$ cat src/rtl/st_order_scheduler.sv
// Round-robin scheduler: grants one requester, then emits req_len order tokens carrying its stream id.
// Latency: request accepted in cycle N, first token valid in cycle N+1; back-to-back packets have no bubble.
// Backpressure: order_valid/order_data held until order_ready; no new grant until the last token's handshake.
// Optional: define ST_ORDER_SCHED_STATS_EN to add per-stream 32-bit token counters (stat_tokens).
module st_order_scheduler #(
   parameter int NB_IN     = 4,
   parameter int LEN_WIDTH = 8,
   localparam int IDW      = $clog2(NB_IN)
) (
   input  logic                 clk,
   input  logic                 rst_n,
   input  logic [NB_IN-1:0]     req_valid,
   output logic [NB_IN-1:0]     req_ready,
   input  logic [LEN_WIDTH-1:0] req_len [NB_IN],
   output logic                 order_valid,
   input  logic                 order_ready,
   output logic [IDW-1:0]       order_data,
`ifdef ST_ORDER_SCHED_STATS_EN
   output logic [31:0]          stat_tokens [NB_IN],
`endif
   output logic                 busy
);

   generate
      if (NB_IN < 2 || (NB_IN & (NB_IN - 1)) != 0) begin : g_bad_nb_in
         $error("st_order_scheduler: NB_IN must be a power of two >= 2");
      end
   endgenerate

   typedef enum logic {IDLE, EMIT} state_t;

   state_t               state, state_n;
   logic [IDW-1:0]       cur_id, cur_id_n;
   logic [LEN_WIDTH-1:0] remaining, remaining_n;
   logic [IDW-1:0]       ptr, ptr_n;
   logic                 order_valid_n;
   logic [IDW-1:0]       order_data_n;

   logic                 handshake;
   logic                 last_token;
   logic                 arb_active;
   logic                 found;
   logic [IDW-1:0]       winner;
   logic [IDW-1:0]       idx;
   logic                 accept;

   assign handshake  = order_valid & order_ready;
   assign last_token = (state == EMIT) & handshake & (remaining == LEN_WIDTH'(1));
   assign arb_active = (state == IDLE) | last_token;
   assign accept     = arb_active & found;

   // Round-robin search starting at ptr; first valid requester wins.
   always_comb begin
      found  = 1'b0;
      winner = '0;
      idx    = '0;
      for (int k = 0; k < NB_IN; k++) begin
         idx = ptr + IDW'(k);
         if (!found && req_valid[idx]) begin
            found  = 1'b1;
            winner = idx;
         end
      end
   end

   // One-hot grant; gated by rst_n so nothing is accepted while reset is held.
   always_comb begin
      req_ready = '0;
      if (accept && rst_n) begin
         req_ready[winner] = 1'b1;
      end
   end

   // Next-state: token countdown in EMIT, then grant handling (which may overlap the last token).
   always_comb begin
      state_n       = state;
      cur_id_n      = cur_id;
      remaining_n   = remaining;
      ptr_n         = ptr;
      order_valid_n = order_valid;
      order_data_n  = order_data;
      if (state == EMIT) begin
         order_data_n = cur_id;
         if (handshake) begin
            remaining_n = remaining - LEN_WIDTH'(1);
            if (remaining == LEN_WIDTH'(1)) begin
               state_n       = IDLE;
               order_valid_n = 1'b0;
            end
         end
      end
      if (accept) begin
         cur_id_n    = winner;
         ptr_n       = winner + IDW'(1);
         remaining_n = req_len[winner];
         if (req_len[winner] != '0) begin
            state_n       = EMIT;
            order_valid_n = 1'b1;
            order_data_n  = winner;
         end
      end
   end

   // State and output registers.
   always_ff @(posedge clk or negedge rst_n) begin
      if (!rst_n) begin
         state       <= IDLE;
         cur_id      <= '0;
         remaining   <= '0;
         ptr         <= '0;
         order_valid <= 1'b0;
         order_data  <= '0;
         busy        <= 1'b0;
      end else begin
         state       <= state_n;
         cur_id      <= cur_id_n;
         remaining   <= remaining_n;
         ptr         <= ptr_n;
         order_valid <= order_valid_n;
         order_data  <= order_data_n;
         busy        <= (state_n == EMIT);
      end
   end

`ifdef ST_ORDER_SCHED_STATS_EN
   // Per-stream token counters, bumped on each order handshake; wrap naturally at 2^32.
   always_ff @(posedge clk or negedge rst_n) begin
      if (!rst_n) begin
         for (int i = 0; i < NB_IN; i++) stat_tokens[i] <= '0;
      end else if (handshake) begin
         for (int i = 0; i < NB_IN; i++) begin
            if (order_data == IDW'(i)) stat_tokens[i] <= stat_tokens[i] + 32'd1;
         end
      end
   end
`endif

endmodule

$ cat config.mk
export PLATFORM = sky130hd
export DESIGN_NAME = st_order_scheduler
export DESIGN_NICKNAME = d
export VERILOG_FILES = /design/src/rtl/st_order_scheduler.sv
export SDC_FILE = /design/constraint.sdc
export NUM_CORES = 1
export LEC_CHECK = 0
export CAP_MARGIN = 10
export CORE_MARGIN = 5
export CORE_UTILIZATION = 40
export DETAILED_ROUTE_END_ITERATION = 8
export HOLD_SLACK_MARGIN = 0.02
export PLACE_DENSITY = 0.76
export SLEW_MARGIN = 20
export SYNTH_ARGS = -nofsm -noshare
export SYNTH_HDL_FRONTEND = slang
export SYNTH_SLANG_ARGS = --single-unit
$ cat constraint.sdc
create_clock -name clk -period 2.1 [get_ports clk]
set_input_delay 0.315 -clock clk [delete_from_list [all_inputs] [get_ports clk]]
set_output_delay 0.315 -clock clk [all_outputs]
set_load 0.03 [all_outputs]
; Yosys cells after proc, flatten, opt, wreduce, memory -nomap -nowiden
; Cells that the tools add are included.
[totals]
register_bits = 16
inputBits = 39
[op_classes]
n_addsub = 5
n_lt_le_gt_ge = 7
eq_ne = 1
muxes = 38
n_bitwise = 7
reduce_logical = 12
[ops]
columns = operator, count
row1 = 8-bit two-way mux, 5
row2 = 1-bit two-way mux, 19
row3 = 8-bit binary-select mux with 2-bit select, 1
row4 = "2-bit by 3-bit less-than comparator with 1-bit output, second input constant", 5
row5 = 2-bit two-way mux, 7
row6 = 1-bit binary-select mux with 2-bit select, 4
row7 = "8-bit by 1-bit == test with 1-bit output, second input constant", 1
row8 = 8-bit nonzero test, 1
row9 = "8-bit by 1-bit subtractor with 8-bit output, second input constant", 1
row10 = 1-bit logical AND, 5
row11 = "2-bit by 1-bit adder with 2-bit output, second input constant", 2
row12 = "2-bit adder, second input constant", 2
row13 = 1-bit bitwise AND, 4
row14 = 4-bit two-way mux, 1
row15 = 2-bit nonzero test, 2
row16 = "3-bit >= comparator, second input constant", 1
row17 = 1-bit zero test, 3
row18 = 2-bit NOT with 3-bit output, 1
row19 = 1-bit demux with 2-bit select, 1
row20 = "2-bit by 1-bit >= comparator with 1-bit output, second input constant", 1
row21 = 2-bit AND reduction, 1
row22 = 1-bit NOT, 1
row23 = 1-bit OR, 1

; Longest topological paths before layout
[depth]
depth_word = 19
depth_mapped = 10
mapped_depth_nobuf = 8

; Worst setup path after synthesis
; No wires, ideal clock.
[synth_path]
kind = flip-flop to output port
startpoint = register remaining[3]
endpoint = output req_ready[0]
arrival_time_ns = 1.982
t_required_ns = 1.785
slack_ns = -0.197
path_stages_with_launch = 8
path_buffers = 1
cell_sequence = dfrtp_1 nor2_1 nand2_1 nor4_1 nand2_1 a21oi_2 clkbuf_1 and3_1
[synth_via]
elab_chain_cells = 6
[synth_rtl]
columns = element, line_no
row1 = "start, declared", 34  ; logic [LEN_WIDTH-1:0] remaining, remaining_n;
row2 = "start signal, assigned", 117  ; remaining <= remaining_n;
row3 = 8-bit by 1-bit == test with 1-bit output, 48  ; assign last_token = (state == EMIT) & handshake & (remaining == LEN_WIDTH'(1));
row4 = 1-bit bitwise AND, 48
row5 = 1-bit OR, 49  ; assign arb_active = (state == IDLE) | last_token;
row6 = 1-bit bitwise AND, 50  ; assign accept = arb_active & found;
row7 = 1-bit logical AND, 69  ; if (accept && rst_n) begin
row8 = 4-bit two-way mux, 69
row9 = "end, declared", 13  ; output logic [NB_IN-1:0] req_ready,
; No other way between the ends.

; Final worst setup path
[layout_path]
startpoint = register ptr[0]
endpoint = register state
[layout_via]
elab_chain_cells = 19
elab_cells_between_ends = 33
[layout_rtl]
columns = element, line_no
row1 = "start, declared", 35  ; logic [IDW-1:0] ptr, ptr_n;
row2 = "start signal, assigned", 118  ; ptr <= ptr_n;
row3 = "parallel branches: the longest is 18 deep, another holds 2-bit by 1-bit adder with 2-bit output", -
row4 = 1-bit two-way mux *, 92  ; if (accept) begin
row5 = net state_n, 32  ; state_t state, state_n;
row6 = "end signal, assigned", 115  ; state <= state_n;
row7 = "end, declared", 32
; Mark *: on every way through the listed nets, which the timed path passes. The select of a mux whose other input is x is not followed.
; A chain may end at the register's enable or synchronous reset.

==> run_results.csv <==
group,metric,value,unit
sta,timing.fmax,406.3,MHz
final_layout,n_antenna_cell,0,
place,gp_congestion,0.8230,
clock_network,clk_path_buf_depth,2,
routing,wirelength,4452,µm
critical_path,crit_chain,"nor2b_4 > nand3_2 > nand4_1 > buf_4 > buf_12 > buf_8 > mux2i_2 > mux2_4 > nand2_4 > o41ai_4 > buf_4 > buf_4 > nand2_1",
critical_path,cpMaxStageDelayCell,"dfrtp_1",
clock_network,cts.sinks,16,
sta,tns,-2.212,ns
global_routing,grt_pass1_vias,1498,
floorplan,initial_core_util,41.72,%
sta,drv_slew,0,
logic_synthesis,yosysSeqAreaShare,31.43,%
clock_network,clock_latency,0.29,ns
power_and_ir_drop,p_per_area,1120,nW/µm²
sta,whs,0.3671,ns
routing,vias,1391,
floorplan,num_rows,20,
logic_synthesis,synth.distinct_cells,33,
power_and_ir_drop,total_power,2.710,mW
outcome,status,"complete, but fails checks",
logic_synthesis,synth_commonest_cells,"nand2_1 (20), mux2i_1 (17), dfrtp_1 (16)",
critical_path,crit_top_cell,"buf_4",
final_layout,areaGrowthSynthToFinish,89.88,%
critical_path,cp_max_fo,4,
worst_hold_path,hp-class,"input port to asynchronous set/reset pin",
critical_path,worstSetupEndpointType,"flip-flop",
sta,worst_pin_slew,0.4368,ns
logic_synthesis,synth.most_common_cell,"nand2_1",
critical_path,path_class,"flip-flop to flip-flop",
final_layout,drive_gt1_share,45.02,%
global_routing,antenna_found_initial,0,
clock_network,cts_tree,"built",
floorplan,die_w,66.43,µm
global_routing,grt_max_degree,20,
clock_network,cts_hold_buf,0,
global_routing,overflow,0,
power_and_ir_drop,peakVddDrop,0.7412,mV
routing,post_drt_wl_per_cell,16.19,µm
sta,period_needed,2.461,ns
logic_synthesis,syn-num-nets,180,
logic_synthesis,synth-seq-cells,16,
outcome,violations,"negative setup slack",
sta,fin_ws,-0.3610,ns
sta,setup_viol,8,
critical_path,required,2.28,ns
place,dp_hpwl,2919,µm
floorplan,dieArea,4413,µm²
place,io_buffer_count,46,
final_layout,nets,277,
routing,antenna_left,0,
floorplan,fp.dieH,66.43,µm
final_layout,post-route-util,79.22,%
logic_synthesis,yosysWarnings,0,
logic_synthesis,synth_top_area_cell,"dfrtp_1",
logic_synthesis,yosys.area.top_type_share,31.43,%
sta,finalHoldViolCount,0,
critical_path,cp.arrival,2.64,ns
logic_synthesis,async_flop_share,100.0,%
logic_synthesis,synth_area,1274,µm²
logic_synthesis,synth-edff-count,0,
global_routing,grt_pass1_wl,7017,µm
clock_network,cts_made_buffers,3,
clock_network,clk_root_buffer_cell,"clkbuf_4",
clock_network,clk_pin_slew,0.10,ns
power_and_ir_drop,power.leakage,1.108,nW
critical_path,max_stage_delay,0.43,ns
clock_network,htree_levels,1,
sta,skew,0.007978,ns
routing,drc,0,
global_routing,grt_use_total,21.01,%
floorplan,coreArea,3053,µm²
floorplan,io_pins,47,
logic_synthesis,synth_area_per_cell,9.435,µm²
sta,max_slew_margin,70.61,%
logic_synthesis,synthFlopType,"dfrtp_1",
logic_synthesis,synthTopCellsByArea,"dfrtp_1 (31%), mux2i_1 (13%), mux2_2 (7.1%)",
sta,rsz0062_at_grt,"true",
run,maxCapViolCount,0,
sta,timing.final.crit_share,117.2,%
routing,drt-pass1-iter-count,4,
place,dpl_worst_slack,-0.6104,ns
critical_path,cp-start-kind,"flip-flop",
routing,vias_per_cell,5.058,
logic_synthesis,netlist_instances,135,
routing,drt_iter0_drc,34,
## area by class of cell
cell class | instances | area (µm²)
clock buffers | 4 | 36.28
fillers | 209 | 634.4
inverters | 5 | 23.77
multi-input cells | 108 | 950.9
flip-flops and latches | 16 | 401.6
well taps | 44 | 55.05
repair buffers | 98 | 950.9
## cells by family (layout without fill, tap and decap cells)
family,count (synthesis),after routing,synth area share (%)
fa+ha+maj,6,6,5.894
mux,25,25,20.43
flops,16,16,31.43
xor+xnor,7,7,4.813
compound gates,21,21,12.97
simple gates,49,49,17.88
buf+inv,11,107,6.582
## placed cells by master (no fill, tap or decap), types with 2 or more instances in the layout
| cell type | count |
|---|---|
| buf_4 | 44 |
| clkdlybuf4s50_1 | 40 |
| nand2_1 | 16 |
| mux2i_1 | 15 |
| dfrtp_1 | 15 |
| nor2_1 | 9 |
| a21oi_1 | 7 |
| buf_6 | 7 |
| mux2_2 | 5 |
| xor2_1 | 4 |
| nor2_2 | 3 |
| nand4_1 | 3 |
| mux2_4 | 3 |
| nand2_2 | 3 |
| and3_4 | 3 |
| o21ai_0 | 3 |
| xnor2_1 | 3 |
| ha_1 | 3 |
| ha_4 | 3 |
| clkbuf_4 | 3 |
| inv_1 | 2 |
| inv_2 | 2 |
| a21oi_4 | 2 |
| mux2i_2 | 2 |
| a211oi_2 | 2 |
| a31oi_2 | 2 |
| nor3_1 | 2 |
| bufbuf_16 | 2 |
| buf_12 | 2 |
## registers in the layout, summed over array words and instances, names as in the netlist
signal / flops
ptr: 2
order_valid: 1
order_data: 2
cur_id: 2
state: 1
remaining: 8
## power breakdown
group	internal, mW	switching (mW)	leakage [nW]	total (mW)
Combinational	1.08	0.839	0.907	1.91
Sequential	0.460	0.132	0.180	0.592
Clock	0.106	0.0986	0.0210	0.204
## path summary, 6_finish.rpt
kind / start / end / slack, ns / cells past startpoint
min in group clk: cur_id[0] / cur_id[0] / 0.52 / 1
setup reg to reg: ptr[0] / state / -0.36 / 13
hold reg to reg: cur_id[0] / cur_id[0] / 0.52 / 1
setup / recovery: ptr[0] / state / -0.36 / 13
hold / removal: rst_n / ptr[0] / 0.37 / 2
max in group asynchronous: rst_n / ptr[1] / 1.53 / 2
## what timing repair did
action | CTS | global route
gates resized for setup | 36 | 21
buffers inserted | 10 | 7
pin swaps | 13 | 5
gates cloned | 2 | 0
hold endpoints to repair | 0 | 0
endpoints found under the setup margin | 9 | 10
## metal layers
layer	up-vias	GRT usage, %	wire length (µm)
met3	10	2.211	260
met1	666	24.24	1808
met5	-	0	0
met4	0	9.898	110
li1	666	-	-
met2	49	38.17	2273
## per-stage QoR
| step | cell area [µm²] | std cells |
|---|---|---|
| after global placement | 1996 | 253 |
| after global routing | 2419 | 275 |
| after floorplan | 1284 | 135 |
| after CTS | 2320 | 269 |
| final | 2419 | 275 |
| after detailed placement | 1996 | 253 |
## worst max-delay path: cells and delay by family (launching register included)
kind	cells	cell delay, ns
simple gates	5	0.45
flops	1	0.43
mux	2	0.41
buf+inv	5	0.71
compound gates	1	0.32
Note: power is estimated with default switching activity, not from simulation.
==> RTL change, RTL diff (same flow settings) <==
Set the parameter `NB_IN` to 8 (it was 4).
--- a/src/rtl/st_order_scheduler.sv
+++ b/src/rtl/st_order_scheduler.sv
@@ -3,7 +3,7 @@
 // Backpressure: order_valid/order_data held until order_ready; no new grant until the last token's handshake.
 // Optional: define ST_ORDER_SCHED_STATS_EN to add per-stream 32-bit token counters (stat_tokens).
 module st_order_scheduler #(
-   parameter int NB_IN     = 4,
+   parameter int NB_IN     = 8,
    parameter int LEN_WIDTH = 8,
    localparam int IDW      = $clog2(NB_IN)
 ) (
Interface: changed (resized order_data, req_len, req_ready and req_valid); port bits go from 47 to 88. No check against the original RTL was run, so the function may have changed too.
==> RTL change against the unedited design <==
The flow still finishes with violations (negative setup slack); sequential cell count up 3; sequential share of layout area down 7.5 points; global-route usage up 2.5 points; setup slack worse by 1.8 ns; cell area up 120%; via count rose to 2.7 times the old value; area after synthesis up 120%; synthesized cell count up 140%; cell count up 120%; wire length rose to 2.9 times the old value; critical path type unchanged; largest cell class unchanged.
Power is left out: the tool's default activity adds up to more than one toggle a clock period on the data nets, which glitch-free logic cannot reach.
==> RTL change: results <==
metrics = {
    "synth": {
        "seq_area_frac_synth_pct": 17.10,
        "most_common_library_cells_after_synthesis": "nand2_1 (43), mux2i_1 (27), nor2_1 (27), nor3b_1 (27)",
        "yosys-mux-area-fraction_pct": 23.09,
        "postSynthNetCount": 407,
        "yosys.area_share.xor_xnor_pct": 3.465,
    },
    "timing": {
        "setup_slack_ns": -2.186,
        "timing.final.setup_violations": 27,
        "hold-worst-slack_ns": 0.5015,
    },
    "critical_path": {
        "r2r.worst_path.cells": 16,
        "critPathRequiredTime_ns": 2.24,
        "cpPeakStageDelay_ns": 0.56,
        "crit_family": "simple AND/OR/NAND/NOR gates",
    },
    "placement": {
        "io_buffers": 87,
        "detailedPlacementHpwl_mm": 7.513,
        "placedInstanceArea_um2": 4454,
        "globalplace.congestion": 0.8979,
    },
    "global_routing": {
        "grtUsageMet3_pct": 2.574,
        "grt_first_pass_wirelength_mm": 16.77,
        "grt_use_met2_pct": 39.67,
        "grt_use_met1_pct": 31.39,
    },
    "route": {
        "totalWireLength_mm": 12.71,
        "met1_length_mm": 4.852,
        "drt_iter0_drc": 273,
    },
    "cts": {
        "ctsResizeCount": 55,
        "worst_skew_pair.late_latency_ns": 0.26,
        "clockRootBuffer": "clkbuf_8",
        "cts.reportedPaths.clkPinSlew_ns": 0.07,
    },
    "outcome": {
        "run_status": "complete, but fails checks",
        "failed_checks": "negative setup slack",
    },
}
-- RTL change: cell count changes after synthesis, sizes merged, moves of 5 or more --
cell and delta:
a21oi -5, nand2 +23, a2111oi +24, nor3b +27
buf +14, or4 +7, clkbuf +9, o21ai +20
mux4 +13, nor2 +15, a32oi +5, mux2i +10
-- RTL change: stage by stage --
stage	worst slack, ns	setup TNS, ns	instances
final	-2.186	-47.73	604
after global routing	-2.281	-50.33	604
after CTS	-1.907	-41.21	593
after detailed placement	-2.085	-43.28	573
after global placement	-2.001	-41.00	573
after floorplan	-2.009	-39.66	327
-- RTL change: area by class of cell --
type | count | area [um2]
clock buffer | 3 | 41.29
clock inverter | 1 | 5.005
inverter | 9 | 56.30
timing repair buffer | 205 | 1899
sequential | 19 | 475.5
timing repair inverter | 1 | 8.758
multi-input combinational | 270 | 2631
tap | 96 | 120.1
fill | 364 | 1556
